**src/rtl/ula_sequenciador.sv**
```systemverilog
// Handshake sequencer around a combinational ALU: latches a request, captures the ALU
// result after one execute cycle, and holds it until the consumer takes it.
module ula_sequenciador #(
  parameter int unsigned LARGURA_CONT = 8
) (
  input  logic                    Clock,
  input  logic                    Reset,
  input  logic                    Ent_Valido,
  output logic                    Ent_Pronto,
  input  logic [5:0]              Ent_A,
  input  logic [5:0]              Ent_B,
  input  logic [3:0]              Ent_Sel,
  output logic [5:0]              ULA_A,
  output logic [5:0]              ULA_B,
  output logic [3:0]              ULA_Sel,
  output logic                    ULA_Reset,
  input  logic [5:0]              ULA_O,
  input  logic                    ULA_Overflow,
  input  logic                    ULA_Zero,
  output logic                    Sai_Valido,
  input  logic                    Sai_Pronto,
  output logic [5:0]              Sai_O,
  output logic                    Sai_Overflow,
  output logic                    Sai_Zero,
  output logic                    Ovf_Acumulado,
  input  logic                    Limpa_Ovf,
  output logic [LARGURA_CONT-1:0] Contagem
);

  typedef enum logic [1:0] {OCIOSO, EXECUTA, RESULTADO} estado_t;

  localparam logic [LARGURA_CONT-1:0] Um = {{(LARGURA_CONT-1){1'b0}}, 1'b1};

  estado_t                 estado_q;
  logic [5:0]              op_a_q;
  logic [5:0]              op_b_q;
  logic [3:0]              op_sel_q;
  logic [5:0]              sai_o_q;
  logic                    sai_ovf_q;
  logic                    sai_zero_q;
  logic                    sai_valido_q;
  logic                    ent_pronto_q;
  logic                    ovf_acc_q;
  logic [LARGURA_CONT-1:0] contagem_q;

  always_ff @(posedge Clock or negedge Reset) begin
    if (!Reset) begin
      estado_q     <= OCIOSO;
      op_a_q       <= '0;
      op_b_q       <= '0;
      op_sel_q     <= '0;
      sai_o_q      <= '0;
      sai_ovf_q    <= 1'b0;
      sai_zero_q   <= 1'b0;
      sai_valido_q <= 1'b0;
      ent_pronto_q <= 1'b0;
      ovf_acc_q    <= 1'b0;
      contagem_q   <= '0;
    end else begin
      // A capture in EXECUTA below overrides this clear when both hit the same edge.
      if (Limpa_Ovf) ovf_acc_q <= 1'b0;
      unique case (estado_q)
        OCIOSO: begin
          if (Ent_Valido && ent_pronto_q) begin
            op_a_q       <= Ent_A;
            op_b_q       <= Ent_B;
            op_sel_q     <= Ent_Sel;
            ent_pronto_q <= 1'b0;
            estado_q     <= EXECUTA;
          end else begin
            ent_pronto_q <= 1'b1;
          end
        end
        EXECUTA: begin
          sai_o_q      <= ULA_O;
          sai_ovf_q    <= ULA_Overflow;
          sai_zero_q   <= ULA_Zero;
          if (ULA_Overflow) ovf_acc_q <= 1'b1;
          sai_valido_q <= 1'b1;
          estado_q     <= RESULTADO;
        end
        RESULTADO: begin
          if (Sai_Pronto) begin
            sai_valido_q <= 1'b0;
            ent_pronto_q <= 1'b1;
            contagem_q   <= contagem_q + Um;
            estado_q     <= OCIOSO;
          end
        end
        default: estado_q <= OCIOSO;
      endcase
    end
  end

  assign Ent_Pronto    = ent_pronto_q;
  assign ULA_A         = op_a_q;
  assign ULA_B         = op_b_q;
  assign ULA_Sel       = op_sel_q;
  assign ULA_Reset     = ~Reset;
  assign Sai_Valido    = sai_valido_q;
  assign Sai_O         = sai_o_q;
  assign Sai_Overflow  = sai_ovf_q;
  assign Sai_Zero      = sai_zero_q;
  assign Ovf_Acumulado = ovf_acc_q;
  assign Contagem      = contagem_q;

endmodule

```
**config.mk**
```make
export PLATFORM = sky130hd
export DESIGN_NAME = ula_sequenciador
export DESIGN_NICKNAME = d
export VERILOG_FILES = /design/src/rtl/ula_sequenciador.sv
export SDC_FILE = /design/constraint.sdc
export NUM_CORES = 1
export LEC_CHECK = 0
export CAP_MARGIN = 5
export CORE_MARGIN = 2
export CORE_UTILIZATION = 69
export CTS_BUF_LIST = sky130_fd_sc_hd__clkbuf_4
export CTS_CLUSTER_DIAMETER = 150
export DETAILED_ROUTE_END_ITERATION = 8
export DONT_BUFFER_PORTS = 1
export PLACE_DENSITY_LB_ADDON = 0.1
export RECOVER_POWER = 100
export SKIP_CTS_REPAIR_TIMING = 1
export SLEW_MARGIN = 5
export SYNTH_ARGS = -nofsm -noshare
export SYNTH_HDL_FRONTEND = slang
export SYNTH_SLANG_ARGS = --single-unit
export TNS_END_PERCENT = 20
```
**constraint.sdc**
```tcl
create_clock -name Clock -period 4 [get_ports Clock]
set_clock_uncertainty 0.2 [all_clocks]
set_input_delay 0.2 -clock Clock [delete_from_list [all_inputs] [get_ports Clock]]
set_output_delay 0.2 -clock Clock [all_outputs]
set_load 0.01 [all_outputs]
```
# --- After elaboration in Yosys (flattened, before gate mapping) ---
# Index checks and enable logic that the tools add are counted.
totals:
  rom_bits: 0
  regBits: 37
  output_inout_bits: 36
  ramBits: 0
  n_memories: 0
  wordCells: 37
  input_bits: 29
  latchBits: 0
op_classes:
  reduce_logical: 9
  bitwise_logic: 1
  multipliers: 0
  n_eq_ne: 4
  n_shift: 0
  addsub: 1
  muxes: 11
  n_div: 0
  n_lt_le_gt_ge: 0
ops:
  columns: ["op", "count"]
  rows:
  - ["$reduce_and 2->1", 5]
  - ["$add 8x1->8 const B", 1]
  - ["$mux 1", 6]
  - ["$pmux 2 s3", 1]
  - ["$mux 2", 2]
  - ["$ne 2x2->1 const B", 2]
  - ["$pmux 1 s2", 2]
  - ["$reduce_bool 2->1", 2]
  - ["$eq 2x1->1 const B", 1]
  - ["$eq 2x2->1 const B", 1]
  - ["$logic_not 2->1", 1]
  - ["$logic_and 1x1->1", 1]
  - ["$not 1->1", 1]

# --- Logic depth before layout (Yosys ltp) ---
depth:
  depth_word: 3
  ltp_mapped: 4
  ltp_nobuf: 4

# --- Worst setup path before layout ---
# Ideal clock, no wire load.
synth_path:
  path_type: "flip-flop to flip-flop"
  start: "register estado_q[1]"
  end: "register op_a_q[0] (netlist: ULA_A[0])"
  stages_incl_launch_ff: 4
  setup_ns: 0.125
  period_less_slack_ns: 1.626
  arrival_time_ns: 1.301
  path_slack_ns: 2.374
  required_ns: 3.675
  n_path_buf: 1
  cell_sequence: "dfrtp_1 nor3_4 buf_8 mux2_4"
synth_via:
  elab_chain_len: 2
synth_rtl:
  columns: ["element", "line", "text"]
  rows:
  - ["from (decl)", "34", "estado_t estado_q;"]
  - ["from (signal assigned)", "48", "estado_q <= OCIOSO;"]
  - ["from (signal assigned)", "69", "estado_q <= EXECUTA;"]
  - ["from (signal assigned)", "80", "estado_q <= RESULTADO;"]
  - ["$logic_not 2->1", "62", "unique case (estado_q)"]
  - ["$reduce_and 2->1 (no line)", null, null]
  - ["to (signal assigned)", "65", "op_a_q <= Ent_A;"]
  - ["to (decl)", "35", "logic [5:0] op_a_q;"]
# No other way between the ends.
# A chain may end at the register's enable or synchronous reset.

# --- Final worst setup path ---
layout_path:
  start: "register estado_q[0]"
  end: "register ovf_acc_q (netlist: Ovf_Acumulado)"
layout_via:
  elab_chain_len: 2
layout_rtl:
  columns: ["element", "line", "text"]
  rows:
  - ["$eq 2x1->1", "62", null]
  - ["$mux 1", "62", null]
  - ["to (signal assigned)", "57", "ovf_acc_q <= 1'b0;"]
  - ["to (signal assigned)", "61", "if (Limpa_Ovf) ovf_acc_q <= 1'b0;"]
  - ["to (signal assigned)", "78", "if (ULA_Overflow) ovf_acc_q <= 1'b1;"]
  - ["to (decl)", "43", "logic ovf_acc_q;"]
# No other way between the ends.

==> key figures <==
Critical path
  – Crit path capture type: flip-flop
  – Peak per-stage delay on the critical path: 0.70 ns
  – Crit path max fanout: 10
  – Count of cell instances traversed by the critical path: 4
  – Critical path, cell by cell: nor2b_1, nand2_1, o21ai_0, dlygate4sd3_1
  – Critical R2R Launch: estado_q[0]$_DFFE_PN0P_
  – Category of the worst setup path launch point: flip-flop
  – Crit path required time: roughly 4.1 ns
  – Category of the critical setup timing path: flip-flop to flip-flop
  – Terminus of the critical flop-to-flop path: Ovf_Acumulado$_DFF_PN0_
  – Setup slack of the most critical reg-to-reg path: 1.57 ns
  – Standard cell with the maximum stage delay on the critical path: sky130_fd_sc_hd__nor2b_1
  – Kind of cell with the highest combined delay on the critical path: simple AND/OR/NAND/NOR gates
  – Arrival time at the worst endpoint: 2.50 ns
  – Worst R2R Path Depth: 4
  – Crit path buf inv count: 1

Die
  – Starting Density: 74.6%
  – Width of the chip: 50.3 µm
  – Boundary pin count: 65
  – Number of cell rows: 16
  – Die Outline Area: 2530 µm²
  – Floorplan die height: just over 50 µm
  – Core ar.: just under 2000 µm²

Timing
  – Maximum operating frequency: about 0.41 GHz
  – Number of setup violations in the final report: 0
  – Final Slew Violations: 38
  – Share of the clock period used by the worst path: between 60% and 70%
  – Slew at the pin closest to its max-slew limit: roughly 1.9 ns
  – Setup repair after global routing missed its margin: no
  – Slew HR: -23.4%
  – Minimum clock period: approximately 2.4 ns
  – Final sum of negative setup slack: 0 ns
  – Worst Hold Margin: 0.0827 ns
  – Hold Vio Cnt, Final: 0

Job
  – Max cap viols: 1

Placed design
  – RD Place Congestion: 0.744
  – IO buf count: 0
  – Post-DP HPWL: between 1500 and 2000 µm
  – Placed cell count: between 100 and 150

GRT
  – Remaining Overflow, GRT: 0
  – Maximum number of pins on one net before global-route repair: 39
  – Initial antenna violation count: 0
  – Global-route usage over all layers: around a fifth
  – Vias in the first global route: a little over 800
  – Global-route wire length before repair: between 3000 and 4000 µm

Pwr
  – Power density over the cells: 711 nW/µm²
  – Overall power consumption: approximately 1300 µW
  – Worst vdd ir: 578 µV
  – Cell internal power dissipation: 792 µW
  – Switching fraction of total power: between 30% and 40%
  – Proportion of power drawn by flip-flops and latches: about three fifths
  – Switching component of the power: 489 µW
  – Lkg Pwr: 0.000803 µW
  – Fraction of power consumed by the clock network: about 14%
  – Combinational share of power: approximately a quarter

Status
  – Violations in the final reports: max-capacitance violations, max-slew violations
  – Result of the run: finished, violations left

Drt
  – DRT iter0 DRCs: 16
  – Antenna-violating nets left: 0
  – Final wirelength: ~3600 µm
  – Total vias in the final route: 958
  – Drt via density: 5.95
  – Length of the first detailed-routing pass in iterations: 4
  – Post-route DRC violation count: 0
  – Routed WL per cell: around 23 µm

Finish
  – Most frequent cells in the layout: sky130_fd_sc_hd__dfrtp_1 (37), sky130_fd_sc_hd__dlygate4sd3_1 (29), sky130_fd_sc_hd__mux2_2 (16), sky130_fd_sc_hd__mux2_1 (8), sky130_fd_sc_hd__clkbuf_4 (6)
  – Layout net count: 164
  – Antenna diode count: 0
  – Area growth syn-to-layout: 21.8%
  – Fraction of final layout cells with drive strength greater than 1: around 17%
  – Number of standard cells in the layout, taps in and fillers out: approximately 160
  – Most frequent standard cell in the layout excluding fill and tap cells: sky130_fd_sc_hd__dfrtp_1

Synthesis
  – Total standard cell area after synthesis: 1480 µm²
  – Part of the Yosys area used for sequential elements: 62.7%
  – Number of library cell types mapped by synthesis: 23
  – Post-synthesis net count: between 100 and 150
  – Post-synthesis average cell area: 14.9 µm²
  – Flops & latches, synth: 37
  – Post-Syn Instances: between 90 and 100
  – YS warnings: 0

Clocking
  – Worst-skew pair later-pin latency: 0.34 ns
  – Clock transition at path regs: 0.10 ns
  – Number of CTS-inserted buffers: 5
  – Number of buffers between clock root and the deepest sink: 2
  – CTS tree: built
  – Buffer type at the clock tree root: sky130_fd_sc_hd__clkbuf_4
  – Depth of the CTS H-tree: 2
  – Clock Sink Count: 37

Worst hold path
  – Worst Hold Path Cells: 2
  – Hold path startpoint: Sai_Pronto
  – Hold Path Sink: Contagem[2]$_DFFE_PN0P_
  – Worst min-delay path class: input pin to flip-flop
[worst max-delay path by stage]
| stage | slack [ns] | startpoint | end |
|---|---|---|---|
| detailed placement | 2.03 | Ent_Pronto$_DFFE_PN0P_ | ULA_Sel[0]$_DFFE_PN0P_ |
| CTS | 2.01 | Ent_Pronto$_DFFE_PN0P_ | ULA_Sel[0]$_DFFE_PN0P_ |
| global placement | 2.07 | Ent_Pronto$_DFFE_PN0P_ | ULA_B[1]$_DFFE_PN0P_ |
| finish | 1.57 | estado_q[0]$_DFFE_PN0P_ | Ovf_Acumulado$_DFF_PN0_ |
| global route | 1.37 | Reset | Sai_Overflow$_DFFE_PN0P_ |
| floorplan | 2.37 | estado_q[1]$_DFFE_PN0P_ | ULA_A[0]$_DFFE_PN0P_ |
[through the flow]
stage                     util (%)  cell area [µm²]  setup WS [ns]
after floorplan                  -             1480           2.37
after global placement        75.3             1490           2.07
after detailed placement      75.3             1490           2.03
after CTS                     77.7             1540           2.01
after global routing          90.8             1800           1.37
final                         90.8             1800           1.57
[logic make-up after synthesis]
kind of cell	count (synthesis)	synth area share, %
flip-flops	37	62.7
XOR/XNOR	7	4.15
multiplexers	24	20.3
AO/OA/AOI/OAI	5	1.86
AND/OR/NAND/NOR	18	7.54
adder cells (fa/ha/maj)	1	0.847
buffers and inverters	7	2.62
[sequential cells by signal, summed over array words and instances, names as in the netlist]
register       flops
Sai_Valido         1
ULA_Sel            4
Contagem           8
Ovf_Acumulado      1
estado_q           2
Ent_Pronto         1
ULA_B              6
Sai_Zero           1
Sai_Overflow       1
Sai_O              6
ULA_A              6
[area by class of cell]
class,instances,area [µm²]
clock buffer,6,45.0
timing repair buffer,30,294
fill,75,181
inverter,5,18.8
sequential,37,926
tap,27,33.8
clock inverter,1,3.75
multi-input combinational,55,479
[layer usage]
| layer | vias up | global-route usage, % | wire length [µm] |
|---|---|---|---|
| li1 | 412 | - | - |
| met1 | 460 | 24.7 | 1200 |
| met5 | - | 0 | 0 |
| met3 | 11 | 13.7 | 363 |
| met4 | 0 | 8.33 | 123 |
| met2 | 75 | 30.3 | 1940 |
[worst reg2reg max path, stage by stage (launching register included)]
cell and delay, ns:
sky130_fd_sc_hd__dfrtp_1 0.49, sky130_fd_sc_hd__nor2b_1 0.70, sky130_fd_sc_hd__nand2_1 0.22, sky130_fd_sc_hd__o21ai_0 0.15, sky130_fd_sc_hd__dlygate4sd3_1 0.61
[power by group through the flow]
stage	Sequential (µW)	Clock (µW)	Combinational, µW
after floorplan	732	0	282
after global placement	765	0	287
after detailed placement	771	0	305
after CTS	767	182	305
after global routing	803	206	340
final	782	184	315
[synthesized netlist by cell type]
| library cell | number | area share, % |
|---|---|---|
| sky130_fd_sc_hd__dfrtp_1 | 37 | 63 |
| sky130_fd_sc_hd__mux2_2 | 16 | 12 |
| sky130_fd_sc_hd__mux2_4 | 8 | 8.1 |
| sky130_fd_sc_hd__inv_1 | 5 | 1.3 |
| sky130_fd_sc_hd__nand3_1 | 4 | 1.4 |
| sky130_fd_sc_hd__xor2_1 | 4 | 2.4 |
| sky130_fd_sc_hd__nand2_1 | 3 | 0.76 |
| sky130_fd_sc_hd__o21ai_0 | 3 | 1.0 |
| sky130_fd_sc_hd__xnor2_1 | 3 | 1.8 |
| sky130_fd_sc_hd__nor2_1 | 2 | 0.51 |
| sky130_fd_sc_hd__nor3_1 | 2 | 0.68 |
| sky130_fd_sc_hd__a21o_1 | 1 | 0.51 |
| sky130_fd_sc_hd__a21oi_1 | 1 | 0.34 |
| sky130_fd_sc_hd__and3_1 | 1 | 0.42 |
| sky130_fd_sc_hd__and4b_1 | 1 | 0.68 |
| sky130_fd_sc_hd__buf_2 | 1 | 0.34 |
| sky130_fd_sc_hd__buf_8 | 1 | 1.0 |
| sky130_fd_sc_hd__ha_1 | 1 | 0.85 |
| sky130_fd_sc_hd__nand2b_1 | 1 | 0.42 |
| sky130_fd_sc_hd__nand3b_2 | 1 | 0.76 |
| sky130_fd_sc_hd__nand4_1 | 1 | 0.42 |
| sky130_fd_sc_hd__nor2b_1 | 1 | 0.42 |
| sky130_fd_sc_hd__nor3_4 | 1 | 1.1 |
Note: power is estimated with default switching activity, not from simulation.
